--- config.mk ---
export PLATFORM = sky130hd
export DESIGN_NAME = change_dispenser
export DESIGN_NICKNAME = d
export VERILOG_FILES = /design/src/rtl/change_dispenser_pkg.sv /design/src/rtl/change_dispenser_timer.sv /design/src/rtl/change_dispenser.sv
export SDC_FILE = /design/constraint.sdc
export NUM_CORES = 1
export LEC_CHECK = 0
export ABC_AREA = 1
export CAP_MARGIN = 20
export CORE_ASPECT_RATIO = 0.75
export CORE_MARGIN = 1
export CORE_UTILIZATION = 31
export DETAILED_ROUTE_END_ITERATION = 7
export HOLD_SLACK_MARGIN = 0.12
export PLACE_DENSITY = 0.56
export SETUP_SLACK_MARGIN = 0.4
export SKIP_LAST_GASP = 1
export SLEW_MARGIN = 25
export SYNTH_ARGS = -nofsm -noshare
export SYNTH_HDL_FRONTEND = slang
export SYNTH_SLANG_ARGS = --single-unit
--- constraint.sdc ---
create_clock -name clk -period 4.2 [get_ports clk]
set_input_delay 0.84 -clock clk [delete_from_list [all_inputs] [get_ports clk]]
set_output_delay 0.84 -clock clk [all_outputs]
set_load 0.01 [all_outputs]
--- src/rtl/change_dispenser_pkg.sv ---
// Shared coin indices, coin values and dispenser state encoding for the vending datapath.
// Coin bit indices match the Money_in mapping used by the controller.
package change_dispenser_pkg;

    localparam int unsigned NUM_COINS = 3;
    localparam int unsigned COIN_W    = 2;

    localparam int unsigned COIN_1 = 0;
    localparam int unsigned COIN_2 = 1;
    localparam int unsigned COIN_5 = 2;

    typedef enum logic [2:0] {
        ST_IDLE     = 3'd0,
        ST_SELECT   = 3'd1,
        ST_PULSE    = 3'd2,
        ST_WAIT_ACK = 3'd3,
        ST_GAP      = 3'd4,
        ST_DONE     = 3'd5,
        ST_FAULT    = 3'd6
    } disp_state_t;

    // Face value in zl of the coin at a hopper index.
    function automatic int unsigned coin_value(input logic [COIN_W-1:0] idx);
        case (idx)
            2'd0:    coin_value = 1;
            2'd1:    coin_value = 2;
            2'd2:    coin_value = 5;
            default: coin_value = 0;
        endcase
    endfunction

    function automatic int unsigned max3(input int unsigned a, input int unsigned b,
                                         input int unsigned c);
        int unsigned m;
        m = (a > b) ? a : b;
        max3 = (m > c) ? m : c;
    endfunction

endpackage

--- src/rtl/change_dispenser_timer.sv ---
// Loadable down-counter with a registered zero flag; times pulse, ack window and gap.
// Saturates at zero; load has priority over decrement.
module change_dispenser_timer #(
    parameter int unsigned CNT_W = 5
) (
    input  logic             clk,
    input  logic             reset,
    input  logic             load,
    input  logic [CNT_W-1:0] load_val,
    input  logic             dec,
    output logic             zero
);

    logic [CNT_W-1:0] count;
    logic [CNT_W-1:0] count_nxt;

    always_comb begin
        count_nxt = count;
        if (load) begin
            count_nxt = load_val;
        end else if (dec && (count != '0)) begin
            count_nxt = count - CNT_W'(1);
        end
    end

    always_ff @(posedge clk) begin
        if (reset) begin
            count <= '0;
            zero  <= 1'b1;
        end else begin
            count <= count_nxt;
            zero  <= (count_nxt == '0);
        end
    end

endmodule

--- src/rtl/change_dispenser.sv ---
// Greedy coin payout stage: ejects 5/2/1 zl coins one at a time, waits for the exit sensor,
// and retires hoppers that stop acknowledging. Reports paid/remaining for the change display.
module change_dispenser
    import change_dispenser_pkg::*;
#(
    parameter int unsigned AMT_W        = 8,
    parameter int unsigned PULSE_CYCLES = 4,
    parameter int unsigned GAP_CYCLES   = 2,
    parameter int unsigned ACK_TIMEOUT  = 16
) (
    input  logic                 clk,
    input  logic                 reset,
    input  logic                 start,
    input  logic [AMT_W-1:0]     change_amt,
    input  logic [NUM_COINS-1:0] hopper_empty,
    input  logic                 coin_ack,
    output logic                 ready,
    output logic                 busy,
    output logic [NUM_COINS-1:0] eject,
    output logic                 done,
    output logic                 error,
    output logic [AMT_W-1:0]     paid,
    output logic [AMT_W-1:0]     remaining
);

    localparam int unsigned TMR_MAX = max3(PULSE_CYCLES, GAP_CYCLES, ACK_TIMEOUT);
    localparam int unsigned TMR_W   = $clog2(TMR_MAX + 1);

    disp_state_t state;
    disp_state_t next_state;

    logic [COIN_W-1:0]    cur_coin;
    logic [COIN_W-1:0]    coin_nxt;
    logic [NUM_COINS-1:0] dead;
    logic [AMT_W-1:0]     cur_val;

    logic                 sel_found;
    logic [COIN_W-1:0]    sel_idx;

    logic                 tmr_load;
    logic [TMR_W-1:0]     tmr_val;
    logic                 tmr_dec;
    logic                 tmr_zero;

    logic                 ready_d;
    logic                 busy_d;
    logic [NUM_COINS-1:0] eject_d;
    logic                 done_d;
    logic                 error_d;

    assign cur_val = AMT_W'(coin_value(cur_coin));

    // Greedy pick: ascending scan so the largest usable coin wins.
    always_comb begin
        sel_found = 1'b0;
        sel_idx   = '0;
        for (int i = 0; i < int'(NUM_COINS); i++) begin
            if ((remaining >= AMT_W'(coin_value(COIN_W'(i)))) &&
                !hopper_empty[i] && !dead[i]) begin
                sel_found = 1'b1;
                sel_idx   = COIN_W'(i);
            end
        end
    end

    change_dispenser_timer #(
        .CNT_W (TMR_W)
    ) u_timer (
        .clk      (clk),
        .reset    (reset),
        .load     (tmr_load),
        .load_val (tmr_val),
        .dec      (tmr_dec),
        .zero     (tmr_zero)
    );

    always_ff @(posedge clk) begin
        if (reset) begin
            state <= ST_IDLE;
        end else begin
            state <= next_state;
        end
    end

    always_comb begin
        next_state = state;
        case (state)
            ST_IDLE: begin
                if (start) begin
                    next_state = (change_amt == '0) ? ST_DONE : ST_SELECT;
                end
            end
            ST_SELECT: begin
                if (remaining == '0) begin
                    next_state = ST_DONE;
                end else if (sel_found) begin
                    next_state = ST_PULSE;
                end else begin
                    next_state = ST_FAULT;
                end
            end
            ST_PULSE: begin
                if (tmr_zero) begin
                    next_state = ST_WAIT_ACK;
                end
            end
            ST_WAIT_ACK: begin
                if (coin_ack) begin
                    next_state = ST_GAP;
                end else if (tmr_zero) begin
                    next_state = ST_SELECT;
                end
            end
            ST_GAP: begin
                if (tmr_zero) begin
                    next_state = ST_SELECT;
                end
            end
            ST_DONE:  next_state = ST_IDLE;
            ST_FAULT: next_state = ST_IDLE;
            default:  next_state = ST_IDLE;
        endcase
    end

    // Output and timer control decode; outputs are registered from the next state.
    always_comb begin
        tmr_load = 1'b0;
        tmr_val  = '0;
        tmr_dec  = 1'b1;
        coin_nxt = (state == ST_SELECT) ? sel_idx : cur_coin;
        ready_d  = (next_state == ST_IDLE);
        busy_d   = (next_state != ST_IDLE);
        done_d   = (next_state == ST_DONE);
        error_d  = (next_state == ST_FAULT);
        eject_d  = '0;
        if (next_state == ST_PULSE) begin
            eject_d = NUM_COINS'(1) << coin_nxt;
        end
        if (next_state != state) begin
            case (next_state)
                ST_PULSE: begin
                    tmr_load = 1'b1;
                    tmr_val  = TMR_W'(PULSE_CYCLES - 1);
                end
                ST_WAIT_ACK: begin
                    tmr_load = 1'b1;
                    tmr_val  = TMR_W'(ACK_TIMEOUT - 1);
                end
                ST_GAP: begin
                    tmr_load = 1'b1;
                    tmr_val  = TMR_W'(GAP_CYCLES - 1);
                end
                default: begin
                    tmr_load = 1'b0;
                    tmr_val  = '0;
                end
            endcase
        end
        if (tmr_load) begin
            tmr_dec = 1'b0;
        end
    end

    always_ff @(posedge clk) begin
        if (reset) begin
            ready <= 1'b1;
            busy  <= 1'b0;
            eject <= '0;
            done  <= 1'b0;
            error <= 1'b0;
        end else begin
            ready <= ready_d;
            busy  <= busy_d;
            eject <= eject_d;
            done  <= done_d;
            error <= error_d;
        end
    end

    // Money registers and the sticky dead-hopper mask.
    always_ff @(posedge clk) begin
        if (reset) begin
            paid      <= '0;
            remaining <= '0;
            dead      <= '0;
            cur_coin  <= '0;
        end else begin
            case (state)
                ST_IDLE: begin
                    if (start) begin
                        remaining <= change_amt;
                        paid      <= '0;
                    end
                end
                ST_SELECT: begin
                    if (sel_found) begin
                        cur_coin <= sel_idx;
                    end
                end
                ST_WAIT_ACK: begin
                    if (coin_ack) begin
                        remaining <= remaining - cur_val;
                        paid      <= paid + cur_val;
                    end else if (tmr_zero) begin
                        dead[cur_coin] <= 1'b1;
                    end
                end
                default: begin
                    paid <= paid;
                end
            endcase
        end
    end

endmodule

; ---- Word-level counts from Yosys, hierarchy flattened
; Cells that the tools add are included.
[word_totals]
wordCells = 96
ff_bits = 37
inputBits = 15
out_inout_bits = 23
[op_classes]
n_eq_ne = 14
bitwise_logic = 3
n_reduce_logical = 28
muxes = 30
n_shift = 1
order_cmp = 5
add_sub_neg = 3
[ops]
columns = cell, count
row1 = $mux W8, 4
row2 = $pmux W8 S2, 2
row3 = $mux W3, 7
row4 = $logic_not A8 Y1, 2
row5 = $pmux W3 S5, 1
row6 = $eq A3 B2 Y1 const B, 4
row7 = $eq A3 B3 Y1 const B, 4
row8 = $pmux W4 S3, 1
row9 = $mux W5, 2
row10 = $pmux W3 S3, 1
row11 = $add A8 B8 Y8, 1
row12 = $ge A8 B1 Y1 const B, 1
row13 = $ge A8 B2 Y1 const B, 1
row14 = $ge A8 B3 Y1 const B, 1
row15 = $logic_and A1 B1 Y1, 8
row16 = $mux W1, 8
row17 = $sub A8 B8 Y8, 1
row18 = $logic_not A1 Y1, 6
row19 = $logic_not A3 Y1, 2
row20 = $reduce_and A3 Y1, 2
row21 = $logic_not A5 Y1, 1
row22 = $reduce_bool A5 Y1, 1
row23 = $sub A5 B1 Y5 const B, 1
row24 = $mux W2, 2
row25 = other kinds (18), 20

; ---- Longest topological paths before layout
[logic_depth]
word_depth = 18
ltp_mapped = 15
ltp_nobuf = 15

; ---- Hierarchy
; Synthesis repeated with hierarchy kept, for this count alone.
[hier_totals]
cells_unflattened = 323
area_unflattened_um2 = 2265.9
[by_module_without_submodules]
columns = module, seq_area_each_um2, instances, area_per_inst_um2, cells_each
row1 = change_dispenser, 620.6, 1, 1906.8, 268
row2 = change_dispenser_timer, 120.1, 1, 359.1, 55

; ---- Least setup slack after synthesis
; OpenSTA, ideal clock, no wires.
[synth_timing]
path_kind = register -> register
startpoint = reg cur_coin[0]
endpoint = reg remaining[7]
setup_time_ns = 0.074
required_time_ns = 4.126
path_slack_ns = 2.112
synth_period_minus_slack_ns = 2.088
path_buffers = 0
arrival_time_ns = 2.014
path_stages_with_launch = 14
cell_sequence = dfxtp_1 > inv_1 > nor2_1 > inv_1 > ha_1 > nand2_1 > nor2_1 > a211oi_1 > nand3_1 > nor2_1 > nand2_1 > a21oi_1 > o21ai_0 > a31oi_1
[synth_between]
elab_chain_len = 5
elab_cells_between_ends = 7
classes_between = add/sub: 1 / eq/ne: 2 / mux: 3 / reduce/logical: 1
[synth_rtl]
columns = item, line
row1 = from (decl), change_dispenser.sv:32  ; logic [COIN_W-1:0] cur_coin;
row2 = from (signal assigned), change_dispenser.sv:197  ; cur_coin <= sel_idx;
row3 = $eq A2 B2 Y1 (tied with other cells), change_dispenser_pkg.sv:24  ; case (idx)
row4 = $pmux W3 S3 (*), change_dispenser_pkg.sv:24
row5 = $sub A8 B8 Y8 (*), change_dispenser.sv:202  ; remaining <= remaining - cur_val;
row6 = $mux W8 (*), change_dispenser.sv:201  ; if (coin_ack) begin
row7 = $pmux W8 S2 (*), change_dispenser.sv:188  ; case (state)
row8 = to (signal assigned), change_dispenser.sv:191  ; remaining <= change_amt;
row9 = to (signal assigned), change_dispenser.sv:202
row10 = to (decl), change_dispenser.sv:23  ; output logic [AMT_W-1:0] remaining
; Every way passes the cells marked *; elsewhere a longest branch is shown, timed or not. The select of a mux whose other input is x is not followed.
; A chain may end at the register's enable or synchronous reset.

; ---- Worst setup path in the final report
; Same ends and word-level chain as after synthesis.

==> results.toml <==
[setup_path]
cpMostUsedCell = "nor2_1"
path_delay_family = "simple AND/OR/NAND/NOR gates"
cp_num_buf_inv = 2
critPathSlowestCell = "nor2_1"
critPathMaxStageDelay_ns = 0.42
end_kind = "flop"
cp_data_arrival_time_ns = 2.70
critPathMaxFanout = 5
cp_cell_sequence = "inv_1 -> nor2_1 -> inv_1 -> ha_1 -> nand2_1 -> nor2_1 -> a211oi_1 -> nand3_1 -> nor2_1 -> nand2_1 -> a21oi_1 -> o21ai_0 -> a31oi_1"
reg2reg_slack_ns = 1.72
timing_worst_setup_path_type = "flop to flop"
setup.worst_path.start_class = "flop"
cp.required_ns = 4.42

[flow_run]
maxCapViolCount = 0

[placed_design]
dp_hpwl_um = 3707
placement.io_buffers = 37
gp_congestion = 0.7595

[die]
core_area_mm2 = 0.006350
die_area_mm2 = 0.006956
start_util_pct = 32.33
rows = 25
die_w_um = 95.98
ioPinCount = 38
dieHeight_um = 72.48

[route]
via_count = 1869
routedWlPerCell_um = 11.59
drt_pass1_iterations = 4
wirelength_um = 4764
via_per_inst = 4.547
first_iter_violations = 88
drtAntennaViolNets = 0
drc = 0

[clock_network]
clkSinkCount = 37
clk-insertion-delay-late_ns = 0.29
root_buffer = "clkbuf_8"
cts-buffers-inserted = 5
htree_levels = 2
post_cts_buffers = 0
cts_resized = 0
cts_tree = "built"
cts_buffer_depth = 2
postCtsHoldBufs = 0
clk_pin_slew_ns = 0.08

[yosys]
synth_top_family_by_area = "simple AND/OR/NAND/NOR gates"
synth_area_mm2 = 0.002053
ys_warn_count = 0
synth-simple-area-share_pct = 30.53
synth-xor-area-share_pct = 2.133
syn_inst = 290
syn_area_per_cell_um2 = 7.080
muxShareOfSynthArea_pct = 0
synth-seq-cells = 37
synthFlopType = "dfxtp_1"
ys_seq_area_share_pct = 36.08
synthAdderAreaFrac_pct = 6.216
synth-async-reset-ratio_pct = 0
synth_cell_types = 39
syn_nets = 314
synth-edff-count = 0
synth_compound_area_share_pct = 15.36

[timing]
tightestPinTransition_ns = 0.5038
skew_ns = 0.009757
tns_ns = 0
maxSlewHeadroom_pct = 66.29
final-hold-violation-count = 0
finalCritPeriodShare_pct = 59.03
fin_crit_ns = 2.479
drv_slew = 0
rsz0062_at_grt = "false"
finalSetupViolations = 0
fmax_mhz = 403.3

[grt]
overflow = 0
grt_pass1_wl_um = 7879
grtUsageTotal_pct = 14.78
grt_antenna_before_repair = 0
grt_pass1_vias = 1727
grt_max_degree = 20

[power_and_ir_drop]
ir_worst_vdd_mv = 0.1645
power_uw = 1791
pwr_density_cell_mw_per_mm2 = 692.9
leakagePower_uw = 0.001114

[hold_path]
hold_path.class = "flop to flop"

[finish]
area_growth_pct = 25.90
fillCellCount = 664
nets = 353
layout_commonest_cell = "nand2_1"
drive_gt1_share_pct = 10.00
diodes = 0
layout_common_cells = "nand2_1 (49), inv_1 (41), nor2_1 (38)"

[run_status]
status = "complete, no violations"
[layout make-up]
| cell class | instances | area [µm²] | area share (%) |
|---|---|---|---|
| Inverter | 45 | 168.9 | 6.534 |
| Clock buffer | 6 | 72.57 | 2.807 |
| Sequential cell | 37 | 740.7 | 28.65 |
| Clock inverter | 2 | 10.01 | 0.3872 |
| Multi-Input combinational cell | 202 | 1114 | 43.08 |
| Tap cell | 81 | 101.3 | 3.921 |
| Timing Repair Buffer | 38 | 377.9 | 14.62 |
[sequential cells by signal, summed over array words and instances, names as in the netlist]
signal	cells
paid	8
remaining	8
u_timer.count	5
dead	3
eject	3
state	3
cur_coin	2
busy	1
done	1
error	1
ready	1
u_timer.zero	1
[tightest hold or removal path, delay by kind of cell, from the launching register on]
kind	cells	cell delay [ns]
flops	1	0.31
compound gates	1	0.05
buf+inv	1	0.05
[worst paths after layout]
path                            cells after the start   startpoint            to
worst min register to register                      2      dead[1]       dead[1]
worst max-delay path                               13  cur_coin[0]  remaining[7]
worst max register to register                     13  cur_coin[0]  remaining[7]
worst min-delay path                                2      dead[1]       dead[1]
[logic make-up (layout without fill, tap and decap cells)]
kind of cell,count (synthesis),after routing
and+or+nand+nor,135,135
AOI/OAI and AO/OA,53,53
buffers and inverters,51,91
DFF,37,37
adders and majority gates,9,9
xor gates and xnor gates,5,5
[Yosys cell counts (2+ instances only)]
cell / instances / area, µm²
nand2_1: 49 / 183.9
inv_1: 41 / 153.9
nor2_1: 38 / 142.6
dfxtp_1: 37 / 740.7
a21oi_1: 17 / 85.08
nand3_1: 15 / 75.07
o21ai_0: 15 / 75.07
a31oi_1: 7 / 43.79
ha_1: 7 / 87.58
nor3_1: 6 / 30.03
a211oi_1: 5 / 37.54
nor2_2: 5 / 31.28
clkbuf_1: 4 / 15.01
inv_2: 4 / 15.01
or2_2: 4 / 25.02
xor2_1: 4 / 35.03
nand2_2: 3 / 18.77
nor3b_1: 3 / 22.52
fa_1: 2 / 40.04
nand3_2: 2 / 20.02
nand4_1: 2 / 12.51
o21ai_2: 2 / 17.52
o21bai_1: 2 / 15.01
[report_power, final]
group / total [µW] / internal (µW) / leakage [µW] / switching, µW
Sequential: 539 / 448 / 0.000303 / 90.9
Combinational: 1010 / 418 / 0.000766 / 594
Clock: 239 / 115 / 0.0000450 / 124
[layer usage]
| metal | up-vias | GRT usage (%) | part of all wire, % |
|---|---|---|---|
| li1 | 1018 | - | - |
| met1 | 809 | 22.11 | 54 |
| met2 | 38 | 20.00 | 38 |
| met3 | 4 | 4.193 | 7.2 |
| met4 | 0 | 4.809 | 0.97 |
| met5 | - | 0 | 0 |
[stage by stage]
stage | cell area [µm²] | hold slack (ns) | util (%) | instances | setup WS [ns]
after floorplan | 2053 | 0.4253 | - | 290 | 2.112
after global placement | 2502 | 0.4320 | 39.41 | 403 | 1.561
after detailed placement | 2502 | 0.4421 | 39.41 | 403 | 1.524
after CTS | 2585 | 0.4537 | 40.71 | 411 | 1.679
after global routing | 2585 | 0.4852 | 40.71 | 411 | 1.371
final | 2585 | 0.4539 | 40.71 | 411 | 1.721
Note: power is estimated with default switching activity, not from simulation.
